## src/rtl/fp16_to_int16_conv.sv

```systemverilog
// Half-precision to int16 converter, round toward zero. The magnitude is aligned one bit per clock.
// Latency is 2+cnt cycles from accept. A start seen while busy is dropped; there is no queueing.
module fp16_to_int16_conv #(
  parameter int BIAS   = 15,
  parameter int FRAC_W = 10
) (
  input  logic        clk,
  input  logic        rst,
  input  logic        start,
  input  logic [15:0] fp_in,
  output logic [15:0] int_out,
  output logic        valid,
  output logic        busy,
  output logic        overflow,
  output logic        inexact
);

  localparam int EXP_W = 15 - FRAC_W;
  localparam logic [EXP_W-1:0] E_RMIN = EXP_W'(BIAS);
  localparam logic [EXP_W-1:0] E_LMIN = EXP_W'(BIAS + FRAC_W);
  localparam logic [EXP_W-1:0] E_MAX  = EXP_W'(2 * BIAS);
  localparam logic [EXP_W-1:0] E_ALL1 = '1;

  typedef enum logic [1:0] {IDLE, ALIGN, SIGN} state_t;

  state_t            state, state_nxt;
  logic              s_r;
  logic              dir_left;
  logic              sticky;
  logic              ovf_r;
  logic [15:0]       mag;
  logic [3:0]        cnt;

  logic              s_in;
  logic [EXP_W-1:0]  e_in;
  logic [FRAC_W-1:0] f_in;
  logic [15:0]       ld_mag;
  logic [3:0]        ld_cnt;
  logic              ld_left;
  logic              ld_sticky;
  logic              ld_ovf;

  assign s_in = fp_in[15];
  assign e_in = fp_in[14:FRAC_W];
  assign f_in = fp_in[FRAC_W-1:0];

  // Specials preload the final magnitude with cnt=0; the sign stage negates it
  // like any other result, so -32768 and the negative saturation share 0x8000.
  always_comb begin
    ld_mag    = {{(15 - FRAC_W){1'b0}}, 1'b1, f_in};
    ld_cnt    = 4'd0;
    ld_left   = 1'b0;
    ld_sticky = 1'b0;
    ld_ovf    = 1'b0;
    if (e_in == E_ALL1) begin
      ld_ovf = 1'b1;
      if (f_in != '0) ld_mag = 16'h0000;
      else            ld_mag = s_in ? 16'h8000 : 16'h7FFF;
    end else if (e_in == E_MAX) begin
      if (s_in && f_in == '0) begin
        ld_mag = 16'h8000;
      end else begin
        ld_ovf = 1'b1;
        ld_mag = s_in ? 16'h8000 : 16'h7FFF;
      end
    end else if (e_in >= E_LMIN) begin
      ld_cnt  = 4'(e_in - E_LMIN);
      ld_left = 1'b1;
    end else if (e_in >= E_RMIN) begin
      ld_cnt = 4'(E_LMIN - e_in);
    end else begin
      ld_mag    = 16'h0000;
      ld_sticky = (e_in != '0) || (f_in != '0);
    end
  end

  always_ff @(posedge clk or posedge rst) begin
    if (rst) state <= IDLE;
    else     state <= state_nxt;
  end

  always_comb begin
    state_nxt = state;
    case (state)
      IDLE:    if (start) state_nxt = ALIGN;
      ALIGN:   if (cnt == 4'd0) state_nxt = SIGN;
      SIGN:    state_nxt = IDLE;
      default: state_nxt = IDLE;
    endcase
  end

  always_ff @(posedge clk or posedge rst) begin
    if (rst) begin
      s_r      <= 1'b0;
      dir_left <= 1'b0;
      sticky   <= 1'b0;
      ovf_r    <= 1'b0;
      mag      <= 16'h0000;
      cnt      <= 4'd0;
      int_out  <= 16'h0000;
      valid    <= 1'b0;
      overflow <= 1'b0;
      inexact  <= 1'b0;
    end else begin
      valid <= 1'b0;
      case (state)
        IDLE: begin
          if (start) begin
            s_r      <= s_in;
            mag      <= ld_mag;
            cnt      <= ld_cnt;
            dir_left <= ld_left;
            sticky   <= ld_sticky;
            ovf_r    <= ld_ovf;
          end
        end
        ALIGN: begin
          if (cnt != 4'd0) begin
            cnt <= cnt - 4'd1;
            if (dir_left) begin
              mag <= {mag[14:0], 1'b0};
            end else begin
              mag    <= {1'b0, mag[15:1]};
              sticky <= sticky | mag[0];
            end
          end
        end
        SIGN: begin
          int_out  <= s_r ? (~mag + 16'd1) : mag;
          overflow <= ovf_r;
          inexact  <= sticky;
          valid    <= 1'b1;
        end
        default: ;
      endcase
    end
  end

  assign busy = (state != IDLE);

endmodule

```

## config.mk

```make
export PLATFORM = sky130hd
export DESIGN_NAME = fp16_to_int16_conv
export DESIGN_NICKNAME = d
export VERILOG_FILES = /design/src/rtl/fp16_to_int16_conv.sv
export SDC_FILE = /design/constraint.sdc
export NUM_CORES = 1
export LEC_CHECK = 0
export CORE_MARGIN = 3
export CORE_UTILIZATION = 45
export CTS_BUF_LIST = sky130_fd_sc_hd__clkbuf_4 sky130_fd_sc_hd__clkbuf_8 sky130_fd_sc_hd__clkbuf_16
export DETAILED_ROUTE_END_ITERATION = 10
export PLACE_DENSITY_LB_ADDON = 0.25
export SLEW_MARGIN = 40
export SYNTH_ARGS = -nofsm -noshare
export SYNTH_HDL_FRONTEND = slang
export SYNTH_SLANG_ARGS = --single-unit
```

## constraint.sdc

```tcl
create_clock -name clk -period 3 [get_ports clk]
set_clock_uncertainty 0.15 [all_clocks]
set_input_delay 0.45 -clock clk [delete_from_list [all_inputs] [get_ports clk]]
set_output_delay 0.45 -clock clk [all_outputs]
set_load 0.02 [all_outputs]
```

**After elaboration in Yosys (flattened, before gate mapping)**

Index checks and enable logic that the tools add are counted.
Widths: inputs -> output; s select.

- Word-level logic and storage cells: 78
- Register bits after elaboration: 45
- Output and inout bits: 20
- Bits of input ports: 19

- Muxes and demuxes: 37
- $add $sub $neg: 4
- Equal/unequal tests: 8
- $lt $le $gt $ge: 2
- Bitwise gates (word level): 2
- Reduce and logical (&&, ||, !) cells: 14

Operators by type and width:

| cell | number |
|---|---|
| $mux 16 | 9 |
| $pmux 16 s2 | 1 |
| $mux 4 | 6 |
| $mux 11 | 2 |
| $add 16x1->16 const B | 1 |
| $not 16->16 | 1 |
| $mux 1 | 14 |
| $eq 5x5->1 const B | 2 |
| $logic_not 10->1 | 1 |
| $reduce_bool 10->1 | 1 |
| $ne 2x2->1 const B | 4 |
| $pmux 4 s2 | 1 |
| $ge 5x4->1 const B | 1 |
| $ge 5x5->1 const B | 1 |
| $reduce_bool 5->1 | 1 |
| $logic_not 4->1 | 1 |
| $mux 2 | 2 |
| $pmux 2 s2 | 1 |
| $reduce_and 2->1 | 2 |
| $reduce_and 4->1 | 1 |
| $reduce_bool 2->1 | 2 |
| $reduce_bool 4->1 | 1 |
| $sub 4x1->4 const B | 1 |
| $sub 4x4->4 const A | 1 |
| other kinds (9) | 9 |

**Longest topological paths before layout**

- Depth after elaboration: 8
- Mapped depth: 9
- Gate-level depth less buffers: 7

**Worst setup path after synthesis**

Ideal clock, no wire load.

- Path type: register -> register
- Start point: register cnt[0]
- End point: register mag[2]
- Period minus slack after synthesis: 2074 ps
- Buffers on the path: 2
- Stages on the path, launching flop included: 10
- Arrival time: 1800 ps
- Path slack: 926 ps
- Required time: 2726 ps
- Cell sequence: dfrtp_1 > inv_1 > ha_1 > and4bb_1 > or3_1 > buf_2 > clkinv_2 > buf_4 > mux2i_1 > o21ai_1

- Word-level cells in the longest chain between the ends: 3

Ends and longest elaborated chain:

| element | line | text |
|---|---|---|
| from (decl) | 32 | `logic [3:0] cnt;` |
| from (signal assigned) | 111 | `cnt <= ld_cnt;` |
| from (signal assigned) | 119 | `cnt <= cnt - 4'd1;` |
| $reduce_bool 4->1 | 118 | `if (cnt != 4'd0) begin` |
| $ne 2x2->1 (no line) | -- |  |
| $reduce_and 3->1 (no line) | -- |  |
| to (signal assigned) | 110 | `mag <= ld_mag;` |
| to (signal assigned) | 121 | `mag <= {mag[14:0], 1'b0};` |
| to (signal assigned) | 123 | `mag <= {1'b0, mag[15:1]};` |
| to (decl) | 31 | `logic [15:0] mag;` |

No other way between the ends.
A chain may end at the register's enable or synchronous reset.

**Worst setup path in the final report**

- Start point: register cnt[0]
- End point: register cnt[1]

- Word-level cells in the longest chain between the ends: 3
- Elaborated cells on any way between the ends: 6
- Classes of those cells: add/sub: 1; eq/ne: 1; mux: 2; reduce/logical: 2

Ends and longest elaborated chain:

| element | line |
|---|---|
| $sub 4x1->4 / $reduce_bool 4->1 (equally long branches) | 119, 118 |
| $mux 4 / $ne 2x2->1 (equally long branches) | -- |
| $pmux 4 s2 / $reduce_and 3->1 (equally long branches) | -- |

Several ways; a longest one is shown, not always the timed one. The select of a mux whose other input is x is not followed.

==> metrics.txt <==
post-route setup TNS 0 ns; drt via density between 5 and 6; CP Data Required Time 3.00 ns; HP Start overflow$_DFFE_PP0P_; cts bufs inserted 5; crit start category flop; clock buffer depth 2; nets@finish 379; clock slew at reported path FFs 0.08 ns; Seq/Total Area, Yosys 39.1%; 1st-iter DRT viols approximately 150; Mapped Area between 2000 and 3000 sq um; Remaining DRCs 0; kind of end point of the critical path flop; power density over the cells about 1000 nW/um^2; Reg2Reg Capture Point cnt[1]$_DFFE_PP0P_; drt first pass iters 4; reg-to-reg slack, setup 0.64 ns; CTS Hold Bufs 0; # IOs 39; Die X about 86 microns; Pwr Total 3.57 mW; Slew @ Worst Pin ~0.82 ns; GRT overflow 0; GPL Wtd Cong 0.798; root buf cell clkbuf_8; Routed Antenna Nets 0; Die Y-Extent about 86 microns; Hold Path Cell Cnt 2; worst r2r src cnt[0]$_DFFE_PP0P_; outcome completed; Core ar. between 6000 and 7000 sq um; clk_lat worst skew 0.29 ns; vias in the first global route 2272; Slew HR 45.6%; Slew Viols, Final 0; Leakage 1.48 nW; Clock Sinks 45; CTS tree yes; vias 2403; RSZ-0062 raised after global routing no; fin crit period 2.36 ns; final hold violation count 0; period utilization 78.7%; Clock H-tree levels 2; Synthesis Warnings 0; initial antenna violation count 0; CP Class flop to flop; Final setup violation count 0; Hold Path Class flop to flop; Gates resized, CTS repair 0; worst hold slack 0.330 ns; Wirelength per Cell ~15 microns; die footprint about 7400 sq um; DP HPWL 4610 microns; initial core utilization a little under half; MaxCap Viol Count 0; Synthesized Nets approximately 350; GRT Util Overall roughly 17%; ys flop type dfrtp_1; length in cells of the worst reg-to-reg path 7; first-pass GRT wire length between 10000 and 15000 microns; Worst Path Max Fanout 26; Post-Syn Instances 324; layout cell share with drive strength beyond 1 ~8.8%; Synth async-reset ratio 100%; Area Overhead vs Synth 18.5%; number of post-CTS setup repair buffers 0; synth unique cells 53; wirelength, routed roughly 6200 microns; Row Count 28; n_diodes 0; I/O Buffers 38; Worst EP arrival 2.37 ns; Post-Syn Area per Cell a little under 9 sq um; Post-synth EDFFs 0; Worst Hold Path EP overflow$_DFFE_PP0P_; Yosys reg bits 45; largest net degree at the start of global routing 46; VDD IR max between 0.0003 and 0.0004 V; fmax 423 MHz
worst max path at each step:
stage / slack [ns] / to / start
floorplan: 0.93 / mag[2]$_DFFE_PP0P_ / cnt[0]$_DFFE_PP0P_
global placement: 0.50 / mag[1]$_DFFE_PP0P_ / fp_in[10]
detailed placement: 0.45 / mag[1]$_DFFE_PP0P_ / fp_in[10]
CTS: 0.61 / cnt[1]$_DFFE_PP0P_ / cnt[0]$_DFFE_PP0P_
global route: 0.49 / cnt[1]$_DFFE_PP0P_ / cnt[0]$_DFFE_PP0P_
finish: 0.64 / cnt[1]$_DFFE_PP0P_ / cnt[0]$_DFFE_PP0P_
metal layers:
metal | up-vias | GRT usage [%] | share of wire [%]
li1 | 1220 | - | -
met1 | 1121 | 24.9 | 49
met2 | 60 | 27.8 | 47
met3 | 2 | 2.11 | 4.3
met4 | 0 | 5.04 | 0.58
met5 | - | 0 | 0
layout make-up:
class                   instances  area [sq um]
fillers                       557          2650
multi-input cells             244          1610
flip-flops and latches         45          1130
repair buffers                 42           410
well taps                      75          93.8
clock buffers                   7          90.1
inverters                      13          50.0
clock inverters                 1          30.0
registers in the layout, summed over array words and instances, names as in the netlist:
| register | count |
|---|---|
| inexact | 1 |
| valid | 1 |
| s_r | 1 |
| sticky | 1 |
| int_out | 16 |
| ovf_r | 1 |
| mag | 16 |
| state | 2 |
| cnt | 4 |
| overflow | 1 |
| dir_left | 1 |
critical path, cell delays in order, from the launching register on:
cell      delay (ns)
dfrtp_1         0.36
inv_1           0.07
ha_1            0.22
and4bb_1        0.22
or3_1           0.48
clkinv_2        0.36
mux2i_1         0.25
o211ai_1        0.11
metrics by stage:
stage | utilization, % | instance area, sq um | worst slack (ns) | std cells
after floorplan | - | 2880 | 0.926 | 324
after global placement | 54.3 | 3290 | 0.500 | 419
after detailed placement | 54.3 | 3290 | 0.446 | 419
after CTS | 56.3 | 3410 | 0.610 | 427
after global routing | 56.3 | 3410 | 0.490 | 427
final | 56.3 | 3410 | 0.638 | 427
synth_stat cells, types with 2 or more instances:
library cell	number	area [sq um]
o41ai_2	2	32.5
inv_1	12	45.0
o31ai_1	7	52.6
o221ai_1	2	17.5
xor2_1	6	52.6
nand2_1	36	135
nor3_1	17	85.1
o311ai_0	2	17.5
or3b_2	2	17.5
clkbuf_1	15	56.3
nand3_1	4	20.0
a21oi_1	8	40.0
nand3b_1	3	22.5
xnor2_1	5	43.8
a22o_1	2	17.5
o211ai_1	4	30.0
mux2_2	4	45.0
nor2_1	28	105
a31oi_1	7	43.8
o21ai_0	21	105
buf_2	5	25.0
a21o_1	2	15.0
dfrtp_1	45	1130
nor4_1	3	18.8
or2_2	3	18.8
nand2b_1	6	37.5
nand4_1	4	25.0
or4_4	4	45.0
or3_1	5	31.3
ha_1	9	113
o21ai_1	10	50.1
mux2i_1	20	200
cell usage in the layout (no fill, tap or decap), types with 4 or more instances in the layout:
master and instances:
dfrtp_1 45, clkdlybuf4s50_1 38, nand2_1 36, nor2_1 28
o21ai_0 21, mux2i_1 20, nor3_1 17, inv_1 11
o21ai_1 10, ha_1 9, a21oi_1 8, a31oi_1 7
o31ai_1 7, nand2b_1 6, xor2_1 6, clkbuf_8 6
or3_1 5, xnor2_1 5, nand4_1 4, or4_4 4
mux2_2 4, nand3_1 4, o211ai_1 4, buf_4 4
cell families after synthesis:
| kind of cell | share of synthesized area, % |
|---|---|
| simple gates | 22.1 |
| mux | 8.51 |
| fa+ha+maj | 3.91 |
| flops | 39.1 |
| xor+xnor | 3.34 |
| compound gates | 18.1 |
| buf+inv | 4.95 |
power by group:
part	switching (mW)	leakage (nW)	total, mW	internal (mW)
combinational	0.991	0.850	1.87	0.881
sequential	0.338	0.573	1.22	0.878
clock	0.199	0.0619	0.480	0.281
(Power assumes the default switching activity.)
